## config.mk

```make
export PLATFORM = sky130hd
export DESIGN_NAME = mul_div_unit
export DESIGN_NICKNAME = d
export VERILOG_FILES = /design/src/rtl/mul_div_unit.sv
export SDC_FILE = /design/constraint.sdc
export NUM_CORES = 1
export LEC_CHECK = 0
export ABC_AREA = 0
export ABC_CLOCK_PERIOD_IN_PS = 11360
export BUFFER_PORTS_ARGS = -buffer_cell sky130_fd_sc_hd__buf_4
export CAP_MARGIN = 10
export CORE_UTILIZATION = 55
export CTS_CLUSTER_SIZE = 24
export DETAILED_ROUTE_END_ITERATION = 10
export PLACE_DENSITY = 0.76
export SLEW_MARGIN = 20
export SYNTH_ARGS = -nofsm -noshare
export SYNTH_HDL_FRONTEND = slang
export SYNTH_SLANG_ARGS = --single-unit
```

## constraint.sdc

```tcl
create_clock -name clk -period 11.36 [get_ports clk]
set_input_delay 0.568 -clock clk [delete_from_list [all_inputs] [get_ports clk]]
set_output_delay 0.568 -clock clk [all_outputs]
set_load 0.005 [all_outputs]
```

## src/rtl/mul_div_unit.sv

```systemverilog
// mul_div_unit: iterative MULT/MULTU/DIV/DIVU unit for the MIPS32 EX stage.
// Multiply is shift-add over a 2*WIDTH accumulator; divide is restoring, one
// quotient bit per cycle. Results land in the architectural HI/LO registers.
// Ports:
//   clk, rst         rising-edge clock, synchronous active-high reset
//   start, op        begin op (00 MULT, 01 MULTU, 10 DIV, 11 DIVU) from IDLE
//   a_data, b_data   operand A (multiplicand/dividend), operand B
//   abort            pipeline flush, kills an in-flight operation
//   hi_we, lo_we     MTHI/MTLO writes of wr_data, honoured in IDLE only
//   busy             operation in flight (CALC or FIX)
//   done             one-cycle pulse, HI/LO already hold the new result
//   hi, lo           HI/LO registers
module mul_div_unit #(
  parameter int WIDTH = 32,
  parameter int CNT_W = 5
) (
  input  logic             clk,
  input  logic             rst,
  input  logic             start,
  input  logic [1:0]       op,
  input  logic [WIDTH-1:0] a_data,
  input  logic [WIDTH-1:0] b_data,
  input  logic             abort,
  input  logic             hi_we,
  input  logic             lo_we,
  input  logic [WIDTH-1:0] wr_data,
  output logic             busy,
  output logic             done,
  output logic [WIDTH-1:0] hi,
  output logic [WIDTH-1:0] lo
);

  typedef enum logic [1:0] {IDLE, CALC, FIX} state_t;

  state_t                 state_q, state_d;
  logic [CNT_W-1:0]       cnt;
  logic                   is_div;
  logic                   sign_a, sign_b;
  logic [WIDTH-1:0]       op_a, op_b;
  logic [2*WIDTH-1:0]     acc, acc_nxt, prod;
  logic [WIDTH:0]         sum, diff;
  logic [WIDTH-1:0]       quot, rem, res_hi, res_lo;
  logic                   signed_op, last;
  logic [WIDTH-1:0]       a_abs, b_abs;

  localparam logic [CNT_W-1:0] LAST_CNT = CNT_W'(WIDTH - 1);

  assign signed_op = ~op[0];
  assign a_abs     = (signed_op && a_data[WIDTH-1]) ? -a_data : a_data;
  assign b_abs     = (signed_op && b_data[WIDTH-1]) ? -b_data : b_data;
  assign last      = (cnt == LAST_CNT);
  assign busy      = (state_q == CALC) || (state_q == FIX);

  always_comb begin
    state_d = state_q;
    unique case (state_q)
      IDLE:    if (start && !abort) state_d = CALC;
      CALC:    if (abort) state_d = IDLE;
               else if (last) state_d = FIX;
      FIX:     state_d = IDLE;
      default: state_d = IDLE;
    endcase
  end

  // One iteration step. Multiply: acc = {partial, remaining multiplier bits},
  // add on LSB then shift right. Divide: acc = {remainder, dividend bits},
  // shift left and subtract when no borrow out of the WIDTH+1 difference.
  always_comb begin
    sum  = {1'b0, acc[2*WIDTH-1:WIDTH]} + (acc[0] ? {1'b0, op_a} : '0);
    diff = acc[2*WIDTH-1:WIDTH-1] - {1'b0, op_b};
    if (!is_div)
      acc_nxt = {sum, acc[WIDTH-1:1]};
    else if (!diff[WIDTH])
      acc_nxt = {diff[WIDTH-1:0], acc[WIDTH-2:0], 1'b1};
    else
      acc_nxt = {acc[2*WIDTH-2:0], 1'b0};
  end

  // Sign correction of the final iteration's output. The last CALC edge
  // writes HI/LO directly so the result is visible together with done in FIX.
  always_comb begin
    prod = (sign_a ^ sign_b) ? -acc_nxt : acc_nxt;
    quot = (sign_a ^ sign_b) ? -acc_nxt[WIDTH-1:0] : acc_nxt[WIDTH-1:0];
    rem  = sign_a ? -acc_nxt[2*WIDTH-1:WIDTH] : acc_nxt[2*WIDTH-1:WIDTH];
    if (!is_div) begin
      res_hi = prod[2*WIDTH-1:WIDTH];
      res_lo = prod[WIDTH-1:0];
    end else begin
      // Divide by zero leaves the dividend in the remainder naturally.
      res_hi = rem;
      res_lo = (op_b == '0) ? '1 : quot;
    end
  end

  always_ff @(posedge clk) begin
    if (rst) begin
      state_q <= IDLE;
      cnt     <= '0;
      is_div  <= 1'b0;
      sign_a  <= 1'b0;
      sign_b  <= 1'b0;
      op_a    <= '0;
      op_b    <= '0;
      acc     <= '0;
      done    <= 1'b0;
      hi      <= '0;
      lo      <= '0;
    end else begin
      state_q <= state_d;
      done    <= 1'b0;
      unique case (state_q)
        IDLE: begin
          if (hi_we) hi <= wr_data;
          if (lo_we) lo <= wr_data;
          if (start && !abort) begin
            is_div <= op[1];
            sign_a <= signed_op & a_data[WIDTH-1];
            sign_b <= signed_op & b_data[WIDTH-1];
            op_a   <= a_abs;
            op_b   <= b_abs;
            acc    <= {{WIDTH{1'b0}}, (op[1] ? a_abs : b_abs)};
            cnt    <= '0;
          end
        end
        CALC: begin
          if (!abort) begin
            acc <= acc_nxt;
            cnt <= cnt + 1'b1;
            if (last) begin
              hi   <= res_hi;
              lo   <= res_lo;
              done <= 1'b1;
            end
          end
        end
        default: ;
      endcase
    end
  end

endmodule
```

==> results of run 1 <==
==> layer usage <==
metal,vias up,global-route usage [%]
li1,8073,-
met1,8251,53.2
met3,172,7.26
met4,0,17.1
met5,-,0
met2,993,58.6
==> registers in the layout (all words and copies together), names as in the netlist <==
name	count
acc	64
hi	32
lo	32
op_a	32
op_b	32
cnt	5
state_q	2
done	1
is_div	1
sign_a	1
sign_b	1
==> per-stage QoR <==
| step | setup WS (ps) | hold WS [ps] | instances | utilization, % | instance area, sq um |
|---|---|---|---|---|---|
| after floorplan | 6750 | 432 | 2183 | - | 16200 |
| after global placement | 5820 | 434 | 2619 | 61.0 | 17600 |
| after detailed placement | 5620 | 441 | 2619 | 61.0 | 17600 |
| after CTS | 5600 | 325 | 2661 | 63.6 | 18400 |
| after global routing | 5100 | 344 | 2661 | 63.6 | 18400 |
| final | 5460 | 337 | 2662 | 63.6 | 18400 |
==> final cells by class <==
cell class / instances / share of cell area, %
multi-input cells: 1773 / 61.9
flip-flops and latches: 203 / 22.2
repair buffers: 192 / 7.87
clock buffers: 33 / 3.62
well taps: 384 / 2.62
inverters: 67 / 1.37
clock inverters: 9 / 0.463
diodes: 1 / 0.0136
==> kinds of logic after synthesis <==
kind of cell | count (synthesis) | synth area share [%]
fa+ha+maj | 74 | 5.80
xor+xnor | 174 | 9.63
compound gates | 671 | 27.7
flops | 203 | 25.1
simple gates | 788 | 22.5
buf+inv | 207 | 5.15
mux | 66 | 4.18
==> tightest hold or removal path, delay by kind of cell <==
family,cells,cell delay [ps]
AO/OA/AOI/OAI,2,160
buffers and inverters,1,110
==> cell usage in the layout (no fill, tap or decap), types with 33 or more instances in the layout <==
cell	Yosys	routed
sky130_fd_sc_hd__nor2_1	287	284
sky130_fd_sc_hd__nand2_1	223	223
sky130_fd_sc_hd__a21oi_1	207	207
sky130_fd_sc_hd__dfxtp_1	203	202
sky130_fd_sc_hd__buf_4	0	191
sky130_fd_sc_hd__xnor2_1	110	109
sky130_fd_sc_hd__o21ai_0	84	84
sky130_fd_sc_hd__a211oi_1	78	78
sky130_fd_sc_hd__nor3_1	76	76
sky130_fd_sc_hd__ha_1	72	71
sky130_fd_sc_hd__inv_1	65	65
sky130_fd_sc_hd__xor2_1	62	62
sky130_fd_sc_hd__mux2i_1	61	61
sky130_fd_sc_hd__and2_1	43	43
sky130_fd_sc_hd__a31oi_1	41	41
sky130_fd_sc_hd__o221ai_1	33	33
==> worst paths after layout <==
kind,cells past startpoint,end,slack [ps],start
worst max-delay path,21,hi[26]$_SDFFE_PP0P_,5460,acc[31]$_SDFFE_PP0P_
worst min-delay path,3,hi[29]$_SDFFE_PP0P_,340,wr_data[29]
worst max register to register,21,hi[26]$_SDFFE_PP0P_,5460,acc[31]$_SDFFE_PP0P_
worst min register to register,1,hi[13]$_SDFFE_PP0P_,450,hi[13]$_SDFFE_PP0P_
==> power by group through the flow <==
stage / registers (mW) / clock network (mW) / logic, mW
4_1_cts: 0.804 / 0.756 / 0.615
6_report: 0.805 / 0.755 / 0.633
5_1_grt: 0.811 / 0.783 / 0.677
2_1_floorplan: 0.807 / 0 / 0.396
3_3_place_gp: 0.817 / 0 / 0.604
3_5_place_dp: 0.819 / 0 / 0.612
==> run_summary.xml, run 1 <==
<?xml version="1.0" encoding="UTF-8"?>
<metrics>
  <group name="route">
    <metric name="totalWireLength" unit="um">60300</metric>
    <metric name="first_pass_iters" unit="">6</metric>
    <metric name="drtIter0Drc" unit="">2256</metric>
    <metric name="topRoutingLayerUsed" unit="">met4</metric>
    <metric name="detail_route.wirelength.met1" unit="um">25200</metric>
    <metric name="drt-wirelength-per-cell" unit="um">22.7</metric>
    <metric name="ant_nets" unit="">0</metric>
    <metric name="routed_via_count" unit="">17500</metric>
    <metric name="met2_routed_wirelength" unit="um">25800</metric>
    <metric name="avgViaCountPerCell" unit="">6.57</metric>
    <metric name="drc" unit="">0</metric>
    <metric name="detailroute.wirelength.met3" unit="um">6350</metric>
  </group>
  <group name="worst_setup_path">
    <metric name="cp_max_fo" unit="">18</metric>
    <metric name="cp_top_family" unit="">compound AO/OA/AOI/OAI gates</metric>
    <metric name="slowest_stage" unit="">sky130_fd_sc_hd__o21a_1</metric>
    <metric name="startpoint_type" unit="">flip-flop</metric>
    <metric name="crit_buf_inv" unit="">3</metric>
    <metric name="cp_data_required_time" unit="ps">11800</metric>
    <metric name="end_kind" unit="">flip-flop</metric>
    <metric name="timing.critical_path.cells" unit="">inv_1 -&gt; ha_1 -&gt; inv_1 -&gt; fa_1 -&gt; a211oi_1 -&gt; o21ai_1 -&gt; a31o_2 -&gt; a31oi_1 -&gt; o21a_1 -&gt; xnor2_4 -&gt; buf_4 -&gt; mux2_2 -&gt; o21a_1 -&gt; ha_1 -&gt; nand2_1 -&gt; a31oi_1 -&gt; and2b_1 -&gt; nand3_4 -&gt; o41ai_2 -&gt; xor2_1 -&gt; a221oi_1</metric>
    <metric name="cp_slowest_stage_delay" unit="ps">680</metric>
    <metric name="timing_worst_setup_path_type" unit="">flip-flop to flip-flop</metric>
    <metric name="cp.arrival" unit="ps">6340</metric>
  </group>
  <group name="power_and_ir_drop">
    <metric name="swShare" unit="%">34.8</metric>
    <metric name="total_switching_power" unit="mW">0.764</metric>
    <metric name="power_density" unit="nW/um^2">120</metric>
    <metric name="intPower" unit="mW">1.43</metric>
    <metric name="clkPwrFrac" unit="%">34.4</metric>
    <metric name="seq_power_share" unit="%">36.7</metric>
    <metric name="combinationalPowerShare" unit="%">28.9</metric>
    <metric name="power.static_leakage" unit="nW">7.16</metric>
    <metric name="ir_worst_vdd" unit="mV">0.0979</metric>
    <metric name="power.total" unit="mW">2.19</metric>
  </group>
  <group name="status">
    <metric name="status" unit="">finished, final reports clean</metric>
  </group>
  <group name="logic_synthesis">
    <metric name="most_repeated_cell_in_the_gate_level_netlist_after_synthesis" unit="">sky130_fd_sc_hd__nor2_1</metric>
    <metric name="yosysTopAreaCellShare" unit="%">25.1</metric>
    <metric name="fraction_of_the_yosys_area_taken_by_sequential_cells" unit="%">25.1</metric>
    <metric name="yosysTopAreaCell" unit="">sky130_fd_sc_hd__dfxtp_1</metric>
    <metric name="yosys_reg_bits" unit="">203</metric>
    <metric name="syn-cell-area" unit="sq um">16200</metric>
    <metric name="post_synth_inst_count" unit="">2183</metric>
    <metric name="postSynth.topFlopCell" unit="">sky130_fd_sc_hd__dfxtp_1</metric>
    <metric name="synth_enable_flop_cells" unit="">0</metric>
    <metric name="async_reset_ff_share" unit="%">0</metric>
    <metric name="post_synth_num_cell_types" unit="">94</metric>
    <metric name="yosysWarningCount" unit="">0</metric>
    <metric name="synth_fp_nets" unit="">2361</metric>
    <metric name="synth_common_cells" unit="">sky130_fd_sc_hd__nor2_1, sky130_fd_sc_hd__nand2_1, sky130_fd_sc_hd__a21oi_1, sky130_fd_sc_hd__dfxtp_1, sky130_fd_sc_hd__clkbuf_1</metric>
    <metric name="synthesis.area_per_instance" unit="sq um">7.43</metric>
    <metric name="synth.top_cells.by_area" unit="">sky130_fd_sc_hd__dfxtp_1, sky130_fd_sc_hd__nor2_1, sky130_fd_sc_hd__a21oi_1</metric>
  </group>
  <group name="finish">
    <metric name="flow.area_growth_from_synthesis" unit="%">13.2</metric>
    <metric name="design.final.nets" unit="">2439</metric>
    <metric name="register_area" unit="sq um">4070</metric>
    <metric name="drive_gt1_share" unit="%">12.6</metric>
    <metric name="area_taken_by_multi_input_logic_gates" unit="sq um">11400</metric>
    <metric name="final.fill_count" unit="">2653</metric>
  </group>
  <group name="timing">
    <metric name="worst_pin_slew" unit="ps">1120</metric>
    <metric name="final_hold_violations" unit="">0</metric>
    <metric name="setup_total_negative_slack" unit="ps">0</metric>
    <metric name="grt_setup_unrepaired" unit="">no</metric>
    <metric name="period_minus_slack" unit="ps">5900</metric>
    <metric name="post-route-period-util" unit="%">51.9</metric>
    <metric name="clock-skew-final" unit="ps">11.1</metric>
    <metric name="setup-violations-final" unit="">0</metric>
    <metric name="slew_violations" unit="">0</metric>
    <metric name="achievable-frequency" unit="MHz">169</metric>
    <metric name="slew_headroom" unit="%">25.6</metric>
  </group>
  <group name="global_routing">
    <metric name="grt.total_usage" unit="%">38.7</metric>
    <metric name="grt_pass1_wl" unit="um">91400</metric>
    <metric name="first_global_vias" unit="">15800</metric>
    <metric name="antenna_found_initial" unit="">1</metric>
    <metric name="largest_net_degree_at_the_start_of_global_routing" unit="">109</metric>
    <metric name="grt_remaining_overflow" unit="">0</metric>
  </group>
  <group name="die">
    <metric name="initial_utilization" unit="%">56.2</metric>
    <metric name="floorplan.die_area" unit="sq um">30200</metric>
    <metric name="placementRows" unit="">62</metric>
    <metric name="die_width" unit="um">174</metric>
    <metric name="core" unit="sq um">28900</metric>
    <metric name="die_h" unit="um">174</metric>
    <metric name="num_io_pins" unit="">170</metric>
  </group>
  <group name="clock_network">
    <metric name="number_of_cells_upsized_or_downsized_after_cts" unit="">0</metric>
    <metric name="clock_tree.htree_level_count" unit="">1</metric>
    <metric name="cts_sinks" unit="">203</metric>
    <metric name="numCtsBuffers" unit="">24</metric>
    <metric name="hold_buffers" unit="">0</metric>
    <metric name="clock_tree_from_tritoncts" unit="">yes</metric>
    <metric name="postCtsSetupBuffers" unit="">0</metric>
    <metric name="clock_root_buffer" unit="">sky130_fd_sc_hd__clkbuf_16</metric>
    <metric name="clk_transition_reported_paths" unit="ps">60</metric>
    <metric name="clk-insertion-delay-late" unit="ps">540</metric>
    <metric name="clockBufferDepth" unit="">3</metric>
  </group>
  <group name="placed_design">
    <metric name="io_buffers" unit="">169</metric>
    <metric name="hpwl" unit="um">46600</metric>
    <metric name="finalWeightedCongestion" unit="">0.993</metric>
  </group>
  <group name="hold_path">
    <metric name="holdCritPathClass" unit="">input pin to flip-flop</metric>
  </group>
  <group name="run">
    <metric name="cap_viol_max_count" unit="">0</metric>
  </group>
</metrics>
Power figures use the tool's default switching activity.
==> inputs of run 2 (changes only) <==
--- a/config.mk
+++ b/config.mk
@@ -6,13 +6,13 @@
 export NUM_CORES = 1
 export LEC_CHECK = 0
 export ABC_AREA = 0
-export ABC_CLOCK_PERIOD_IN_PS = 11360
+export ABC_CLOCK_PERIOD_IN_PS = 5350
 export BUFFER_PORTS_ARGS = -buffer_cell sky130_fd_sc_hd__buf_4
 export CAP_MARGIN = 10
 export CORE_UTILIZATION = 55
 export CTS_CLUSTER_SIZE = 24
 export DETAILED_ROUTE_END_ITERATION = 10
-export PLACE_DENSITY = 0.76
+export PLACE_DENSITY = 0.79
 export SLEW_MARGIN = 20
 export SYNTH_ARGS = -nofsm -noshare
 export SYNTH_HDL_FRONTEND = slang
==> constraint.sdc (replaced) <==
create_clock -name clk -period 5.35 [get_ports clk]
set_input_delay 0.2675 -clock clk [delete_from_list [all_inputs] [get_ports clk]]
set_output_delay 0.2675 -clock clk [all_outputs]
set_load 0.005 [all_outputs]
==> run_summary.xml, run 2 (synthesis results as in run 1) <==
<?xml version="1.0" encoding="UTF-8"?>
<metrics>
  <group name="hold_path">
    <metric name="hold_end" unit="">hi[0]$_SDFFE_PP0P_</metric>
    <metric name="hp-start" unit="">wr_data[0]</metric>
    <metric name="holdPathStages" unit="">3</metric>
    <metric name="holdCritPathClass" unit="">input pin to flip-flop</metric>
  </group>
  <group name="global_routing">
    <metric name="first_global_vias" unit="">16000</metric>
    <metric name="largest_net_degree_at_the_start_of_global_routing" unit="">103</metric>
    <metric name="grt.total_usage" unit="%">40.2</metric>
    <metric name="grt_remaining_overflow" unit="">0</metric>
    <metric name="antenna_found_initial" unit="">3</metric>
    <metric name="grt_pass1_wl" unit="um">94300</metric>
  </group>
  <group name="finish">
    <metric name="flow.area_growth_from_synthesis" unit="%">15.3</metric>
    <metric name="final.fill_count" unit="">2562</metric>
    <metric name="largest_register_ff_count" unit="">64</metric>
    <metric name="layout_common_cells" unit="">sky130_fd_sc_hd__nor2_1, sky130_fd_sc_hd__nand2_1, sky130_fd_sc_hd__buf_4</metric>
    <metric name="mostFrequentLayoutCell" unit="">sky130_fd_sc_hd__nor2_1</metric>
    <metric name="design.final.nets" unit="">2465</metric>
    <metric name="largest_register" unit="">acc</metric>
    <metric name="fin_util" unit="%">64.8</metric>
    <metric name="drive_gt1_share" unit="%">13.8</metric>
  </group>
  <group name="power_and_ir_drop">
    <metric name="combinationalPowerShare" unit="%">27.9</metric>
    <metric name="ir_worst_vdd" unit="mV">0.292</metric>
    <metric name="total_switching_power" unit="mW">1.66</metric>
    <metric name="swShare" unit="%">33.7</metric>
    <metric name="power.static_leakage" unit="nW">7.35</metric>
    <metric name="power_density" unit="nW/um^2">263</metric>
    <metric name="clkPwrFrac" unit="%">37.2</metric>
    <metric name="seq_power_share" unit="%">34.8</metric>
    <metric name="power.total" unit="mW">4.91</metric>
    <metric name="intPower" unit="mW">3.26</metric>
  </group>
  <group name="timing">
    <metric name="hold_ws" unit="ps">28.8</metric>
    <metric name="setup_total_negative_slack" unit="ps">0</metric>
    <metric name="slew_violations" unit="">0</metric>
    <metric name="achievable-frequency" unit="MHz">202</metric>
    <metric name="grt_setup_unrepaired" unit="">no</metric>
    <metric name="clock-skew-final" unit="ps">18.9</metric>
    <metric name="setup-violations-final" unit="">0</metric>
    <metric name="worst_slack" unit="ps">390</metric>
    <metric name="final_hold_violations" unit="">0</metric>
    <metric name="slew_headroom" unit="%">21.5</metric>
    <metric name="worst_pin_slew" unit="ps">1180</metric>
    <metric name="post-route-period-util" unit="%">92.7</metric>
    <metric name="period_minus_slack" unit="ps">4960</metric>
  </group>
  <group name="die">
    <metric name="core" unit="sq um">28900</metric>
    <metric name="die_width" unit="um">174</metric>
    <metric name="floorplan.die_area" unit="sq um">30200</metric>
    <metric name="num_io_pins" unit="">170</metric>
    <metric name="initial_utilization" unit="%">56.2</metric>
    <metric name="placementRows" unit="">62</metric>
    <metric name="die_h" unit="um">174</metric>
  </group>
  <group name="worst_setup_path">
    <metric name="worst_r2r_startpoint" unit="">acc[31]$_SDFFE_PP0P_</metric>
    <metric name="worst_r2r_endpoint" unit="">hi[26]$_SDFFE_PP0P_</metric>
    <metric name="cp_max_fo" unit="">6</metric>
    <metric name="r2r_cells" unit="">21</metric>
    <metric name="slowest_stage" unit="">sky130_fd_sc_hd__fa_1</metric>
    <metric name="cp.arrival" unit="ps">5390</metric>
    <metric name="cp_slowest_stage_delay" unit="ps">420</metric>
    <metric name="timing_worst_setup_path_type" unit="">flip-flop to flip-flop</metric>
    <metric name="r2r_setup_slack" unit="ps">390</metric>
    <metric name="timing.critical_path.cells" unit="">inv_1 -&gt; ha_1 -&gt; inv_1 -&gt; fa_1 -&gt; a211oi_1 -&gt; o21ai_1 -&gt; a31o_2 -&gt; a31oi_2 -&gt; o21a_4 -&gt; xor2_4 -&gt; nor2_2 -&gt; a21oi_1 -&gt; ha_1 -&gt; nand2_1 -&gt; or2_2 -&gt; nor2b_1 -&gt; or2_2 -&gt; nand3_4 -&gt; o41ai_2 -&gt; xor2_1 -&gt; a221oi_1</metric>
    <metric name="end_kind" unit="">flip-flop</metric>
    <metric name="startpoint_type" unit="">flip-flop</metric>
    <metric name="cp_data_required_time" unit="ps">5780</metric>
  </group>
  <group name="placed_design">
    <metric name="finalWeightedCongestion" unit="">1.02</metric>
    <metric name="hpwl" unit="um">49300</metric>
    <metric name="io_buffers" unit="">169</metric>
    <metric name="dp_worst_setup_slack" unit="ps">217</metric>
  </group>
  <group name="route">
    <metric name="drt-wirelength-per-cell" unit="um">23.3</metric>
    <metric name="drc" unit="">0</metric>
    <metric name="avgViaCountPerCell" unit="">6.55</metric>
    <metric name="totalWireLength" unit="um">62600</metric>
    <metric name="ant_nets" unit="">0</metric>
    <metric name="first_pass_iters" unit="">6</metric>
    <metric name="drtIter0Drc" unit="">2163</metric>
    <metric name="routed_via_count" unit="">17600</metric>
  </group>
  <group name="run">
    <metric name="cap_viol_max_count" unit="">0</metric>
  </group>
  <group name="clock_network">
    <metric name="clk-insertion-delay-late" unit="ps">540</metric>
    <metric name="clockBufferDepth" unit="">3</metric>
    <metric name="clock_root_buffer" unit="">sky130_fd_sc_hd__clkbuf_16</metric>
    <metric name="clock_tree_from_tritoncts" unit="">yes</metric>
    <metric name="numCtsBuffers" unit="">24</metric>
    <metric name="clock_tree.htree_level_count" unit="">1</metric>
    <metric name="cts_sinks" unit="">203</metric>
    <metric name="clk_transition_reported_paths" unit="ps">60</metric>
  </group>
  <group name="status">
    <metric name="status" unit="">finished, final reports clean</metric>
  </group>
</metrics>
[run 2: cell types whose count changed in the layout (fill, tap and decap cells not counted), moves of 2 or more]
cell and delta:
sky130_fd_sc_hd__buf_4 +25, sky130_fd_sc_hd__clkbuf_1 -5, sky130_fd_sc_hd__bufinv_16 +4, sky130_fd_sc_hd__clkinv_2 -2
[run 2: power by group through the flow]
| stage | clock (mW) | combinational (mW) | sequential (mW) |
|---|---|---|---|
| global placement | 0 | 1.31 | 1.73 |
| detailed placement | 0 | 1.32 | 1.74 |
| finish | 1.83 | 1.37 | 1.71 |
| floorplan | 0 | 0.842 | 1.71 |
| global route | 1.89 | 1.46 | 1.72 |
| CTS | 1.83 | 1.33 | 1.71 |
[run 2: worst max path at each step]
stage	startpoint	endpoint
2_1_floorplan	acc[31]$_SDFFE_PP0P_	hi[26]$_SDFFE_PP0P_
3_3_place_gp	acc[31]$_SDFFE_PP0P_	hi[26]$_SDFFE_PP0P_
3_5_place_dp	acc[31]$_SDFFE_PP0P_	hi[26]$_SDFFE_PP0P_
4_1_cts	acc[31]$_SDFFE_PP0P_	hi[26]$_SDFFE_PP0P_
5_1_grt	acc[31]$_SDFFE_PP0P_	hi[26]$_SDFFE_PP0P_
6_report	acc[31]$_SDFFE_PP0P_	hi[26]$_SDFFE_PP0P_
[run 2: layout make-up]
class | count | area (sq um) | share of cell area (%)
diodes | 2 | 5.00 | 0.0268
inverters | 67 | 251 | 1.35
well taps | 384 | 480 | 2.57
flip-flops and latches | 203 | 4070 | 21.8
multi-input cells | 1773 | 11400 | 60.8
clock inverters | 13 | 223 | 1.19
clock buffers | 29 | 659 | 3.53
repair buffers | 218 | 1640 | 8.79
[run 2: timing repair]
action / CTS / global route
hold buffers: 1 / 0
resized for setup: 0 / 3
endpoints found under the hold margin: 1 / 0
endpoints found under the setup margin: 0 / 11
buffers inserted: 0 / 0
[run 2: critical path, delay by kind of cell (launching register included)]
kind | cells | cell delay, ps
adders and majority gates | 3 | 820
DFF | 1 | 330
and+or+nand+nor | 6 | 1200
buffers and inverters | 2 | 140
AOI/OAI and AO/OA | 8 | 2060
xor gates and xnor gates | 2 | 290
[run 2: routing by layer]
metal	share of wire, %	global-route usage, %	routed length, um	vias up
li1	-	-	-	8122
met1	42	54.0	26100	8363
met2	44	63.0	27700	962
met3	9.2	6.93	5780	156
met4	4.7	17.7	2940	6
met5	0.048	0	30	-
[run 2: metrics by stage]
| step | instances | instance area (sq um) |
|---|---|---|
| CTS | 2687 | 18700 |
| global route | 2687 | 18700 |
| floorplan | 2183 | 16200 |
| finish | 2689 | 18700 |
| detailed placement | 2644 | 17800 |
| global placement | 2644 | 17800 |
==> inputs of run 3 (changes only) <==
--- a/config.mk
+++ b/config.mk
@@ -9,10 +9,10 @@
 export ABC_CLOCK_PERIOD_IN_PS = 5350
 export BUFFER_PORTS_ARGS = -buffer_cell sky130_fd_sc_hd__buf_4
 export CAP_MARGIN = 10
-export CORE_UTILIZATION = 55
-export CTS_CLUSTER_SIZE = 24
+export CORE_UTILIZATION = 25
 export DETAILED_ROUTE_END_ITERATION = 10
-export PLACE_DENSITY = 0.79
+export HOLD_SLACK_MARGIN = 0.03
+export PLACE_DENSITY = 0.43
 export SLEW_MARGIN = 20
 export SYNTH_ARGS = -nofsm -noshare
 export SYNTH_HDL_FRONTEND = slang
==> run_summary.xml, run 3 (synthesis results as in run 1) <==
<?xml version="1.0" encoding="UTF-8"?>
<metrics>
  <group name="global_routing">
    <metric name="antenna_found_initial" unit="">1</metric>
    <metric name="largest_net_degree_at_the_start_of_global_routing" unit="">92</metric>
    <metric name="grt.total_usage" unit="%">22.2</metric>
    <metric name="grt_remaining_overflow" unit="">0</metric>
    <metric name="grt_pass1_wl" unit="um">110000</metric>
    <metric name="first_global_vias" unit="">16200</metric>
  </group>
  <group name="die">
    <metric name="num_io_pins" unit="">170</metric>
    <metric name="initial_utilization" unit="%">25.5</metric>
    <metric name="placementRows" unit="">92</metric>
    <metric name="core" unit="sq um">63500</metric>
    <metric name="die_h" unit="um">257</metric>
    <metric name="die_width" unit="um">257</metric>
    <metric name="floorplan.die_area" unit="sq um">65900</metric>
  </group>
  <group name="worst_setup_path">
    <metric name="crit_buf_inv" unit="">4</metric>
    <metric name="timing_worst_setup_path_type" unit="">flip-flop to flip-flop</metric>
    <metric name="cp.arrival" unit="ps">5330</metric>
    <metric name="startpoint_type" unit="">flip-flop</metric>
    <metric name="timing.critical_path.cells" unit="">inv_1 -&gt; ha_1 -&gt; inv_1 -&gt; fa_1 -&gt; a211oi_1 -&gt; o21ai_1 -&gt; a31o_2 -&gt; a31oi_2 -&gt; o21a_1 -&gt; buf_4 -&gt; xnor2_4 -&gt; buf_6 -&gt; mux2i_4 -&gt; o211ai_4 -&gt; nor4_4 -&gt; and2_1 -&gt; and4bb_1 -&gt; mux2i_1 -&gt; o21ai_1</metric>
    <metric name="end_kind" unit="">flip-flop</metric>
    <metric name="worst_r2r_startpoint" unit="">acc[31]$_SDFFE_PP0P_</metric>
    <metric name="cp_top_family" unit="">compound AO/OA/AOI/OAI gates</metric>
    <metric name="cp_data_required_time" unit="ps">5800</metric>
    <metric name="worst_r2r_endpoint" unit="">hi[31]$_SDFFE_PP0P_</metric>
    <metric name="cp.depth" unit="">19</metric>
    <metric name="r2r_cells" unit="">19</metric>
    <metric name="slowest_stage" unit="">sky130_fd_sc_hd__nor4_4</metric>
    <metric name="critPathLaunch" unit="">acc[31]$_SDFFE_PP0P_</metric>
    <metric name="endpoint" unit="">hi[31]$_SDFFE_PP0P_</metric>
    <metric name="r2r_setup_slack" unit="ps">470</metric>
    <metric name="cp_slowest_stage_delay" unit="ps">600</metric>
    <metric name="cp_max_fo" unit="">32</metric>
  </group>
  <group name="power_and_ir_drop">
    <metric name="intPower" unit="mW">3.12</metric>
    <metric name="total_switching_power" unit="mW">1.75</metric>
    <metric name="swShare" unit="%">36.0</metric>
    <metric name="power.static_leakage" unit="nW">7.34</metric>
    <metric name="clkPwrFrac" unit="%">35.5</metric>
    <metric name="seq_power_share" unit="%">35.4</metric>
    <metric name="ir_worst_vdd" unit="mV">0.252</metric>
    <metric name="power_density" unit="nW/um^2">253</metric>
    <metric name="combinationalPowerShare" unit="%">29.1</metric>
  </group>
  <group name="route">
    <metric name="drt-wirelength-per-cell" unit="um">23.9</metric>
    <metric name="avgViaCountPerCell" unit="">5.40</metric>
    <metric name="first_pass_iters" unit="">7</metric>
    <metric name="totalWireLength" unit="um">75600</metric>
    <metric name="routed_via_count" unit="">17100</metric>
    <metric name="drc" unit="">0</metric>
    <metric name="ant_nets" unit="">0</metric>
    <metric name="drtIter0Drc" unit="">1435</metric>
  </group>
  <group name="finish">
    <metric name="layout_common_cells" unit="">sky130_fd_sc_hd__nor2_1, sky130_fd_sc_hd__nand2_1, sky130_fd_sc_hd__buf_4</metric>
    <metric name="flow.area_growth_from_synthesis" unit="%">18.9</metric>
    <metric name="design.final.nets" unit="">2475</metric>
    <metric name="n_antenna_cell" unit="">0</metric>
    <metric name="mostFrequentLayoutCell" unit="">sky130_fd_sc_hd__nor2_1</metric>
    <metric name="largest_register" unit="">acc</metric>
    <metric name="drive_gt1_share" unit="%">13.7</metric>
    <metric name="largest_register_ff_count" unit="">64</metric>
    <metric name="fin_util" unit="%">30.3</metric>
  </group>
  <group name="placed_design">
    <metric name="finalWeightedCongestion" unit="">0.926</metric>
    <metric name="io_buffers" unit="">169</metric>
    <metric name="hpwl" unit="um">61000</metric>
    <metric name="dp_worst_setup_slack" unit="ps">328</metric>
  </group>
  <group name="clock_network">
    <metric name="clk_transition_reported_paths" unit="ps">60</metric>
    <metric name="clk-insertion-delay-late" unit="ps">570</metric>
    <metric name="clockBufferDepth" unit="">3</metric>
    <metric name="clock_root_buffer" unit="">sky130_fd_sc_hd__clkbuf_16</metric>
    <metric name="clock_tree.htree_level_count" unit="">1</metric>
    <metric name="postCtsSetupBuffers" unit="">0</metric>
    <metric name="clock_tree_from_tritoncts" unit="">yes</metric>
    <metric name="numCtsBuffers" unit="">26</metric>
    <metric name="cts_sinks" unit="">203</metric>
  </group>
  <group name="timing">
    <metric name="final_hold_violations" unit="">0</metric>
    <metric name="achievable-frequency" unit="MHz">205</metric>
    <metric name="worst_slack" unit="ps">473</metric>
    <metric name="period_minus_slack" unit="ps">4880</metric>
    <metric name="setup-violations-final" unit="">0</metric>
    <metric name="slew_violations" unit="">0</metric>
    <metric name="grt_setup_unrepaired" unit="">no</metric>
    <metric name="hold_ws" unit="ps">53.7</metric>
    <metric name="post-route-period-util" unit="%">91.2</metric>
    <metric name="slew_headroom" unit="%">27.0</metric>
    <metric name="clock-skew-final" unit="ps">25.9</metric>
    <metric name="worst_pin_slew" unit="ps">1090</metric>
    <metric name="setup_total_negative_slack" unit="ps">0</metric>
  </group>
  <group name="hold_path">
    <metric name="holdCritPathClass" unit="">input pin to flip-flop</metric>
  </group>
  <group name="status">
    <metric name="status" unit="">finished, final reports clean</metric>
  </group>
  <group name="run">
    <metric name="cap_viol_max_count" unit="">0</metric>
  </group>
</metrics>
[run 3: cell types whose count changed in the layout (fill, tap and decap cells not counted), moves of 2 or more]
cell / change
sky130_fd_sc_hd__clkbuf_1: +8
sky130_fd_sc_hd__bufinv_16: -4
sky130_fd_sc_hd__clkbuf_16: +2
sky130_fd_sc_hd__clkinvlp_4: +2
sky130_fd_sc_hd__dlygate4sd3_1: +4
sky130_fd_sc_hd__buf_4: +2
sky130_fd_sc_hd__clkinv_2: -2
sky130_fd_sc_hd__diode_2: -2
[run 3: final cells by class]
cell class	instances	area, sq um
fillers	6952	44300
clock inverters	7	78.8
multi-input cells	1773	11400
clock buffers	38	726
well taps	846	1060
inverters	67	251
flip-flops and latches	203	4070
repair buffers	226	1730
[run 3: metrics by stage]
step	cell area, sq um	cells	total power, mW
floorplan	16200	2183	2.55
global placement	18400	3110	3.16
detailed placement	18400	3110	3.16
CTS	19300	3160	4.89
global route	19300	3160	5.08
finish	19300	3160	4.87
[run 3: worst min path at each step]
| stage | slack, ps | endpoint | cells past startpoint | startpoint |
|---|---|---|---|---|
| after floorplan | 400 | op_a[0]$_SDFFE_PP0P_ | 2 | a_data[0] |
| after global placement | 440 | op_a[0]$_SDFFE_PP0P_ | 2 | op_a[0]$_SDFFE_PP0P_ |
| after detailed placement | 450 | op_a[0]$_SDFFE_PP0P_ | 2 | op_a[0]$_SDFFE_PP0P_ |
| after CTS | 40 | hi[8]$_SDFFE_PP0P_ | 3 | wr_data[8] |
| after global routing | 60 | hi[8]$_SDFFE_PP0P_ | 3 | wr_data[8] |
| final | 50 | op_a[27]$_SDFFE_PP0P_ | 3 | a_data[27] |
[run 3: worst reg2reg max path, cell delays in order, from the launching register on]
cell                       delay (ps)
sky130_fd_sc_hd__dfxtp_1          320
sky130_fd_sc_hd__inv_1            100
sky130_fd_sc_hd__ha_1             170
sky130_fd_sc_hd__inv_1             50
sky130_fd_sc_hd__fa_1             420
sky130_fd_sc_hd__a211oi_1         240
sky130_fd_sc_hd__o21ai_1          170
sky130_fd_sc_hd__a31o_2           290
sky130_fd_sc_hd__a31oi_2          220
sky130_fd_sc_hd__o21a_1           180
sky130_fd_sc_hd__buf_4            250
sky130_fd_sc_hd__xnor2_4          170
sky130_fd_sc_hd__buf_6            330
sky130_fd_sc_hd__mux2i_4          340
sky130_fd_sc_hd__o211ai_4         150
sky130_fd_sc_hd__nor4_4           600
sky130_fd_sc_hd__and2_1           260
sky130_fd_sc_hd__and4bb_1         240
sky130_fd_sc_hd__mux2i_1          190
sky130_fd_sc_hd__o21ai_1           70
[run 3: power by group through the flow]
stage / sequential, mW / clock (mW) / combinational, mW
detailed placement: 1.76 / 0 / 1.41
floorplan: 1.71 / 0 / 0.842
global placement: 1.75 / 0 / 1.41
finish: 1.72 / 1.73 / 1.42
global route: 1.74 / 1.82 / 1.53
CTS: 1.72 / 1.75 / 1.41
[run 3: timing repair]
action | 4_1_cts | 5_1_grt
gates resized for setup | 0 | 2
hold buffers | 5 | 0
setup endpoints to repair | 0 | 4
hold endpoints to repair | 5 | 0
[run 3: layer usage]
metal	vias up	part of all wire [%]	GRT usage, %
li1	8143	-	-
met1	8268	45	29.5
met2	535	47	37.1
met3	102	4.5	2.29
met4	2	3.4	7.29
met5	-	0.013	0
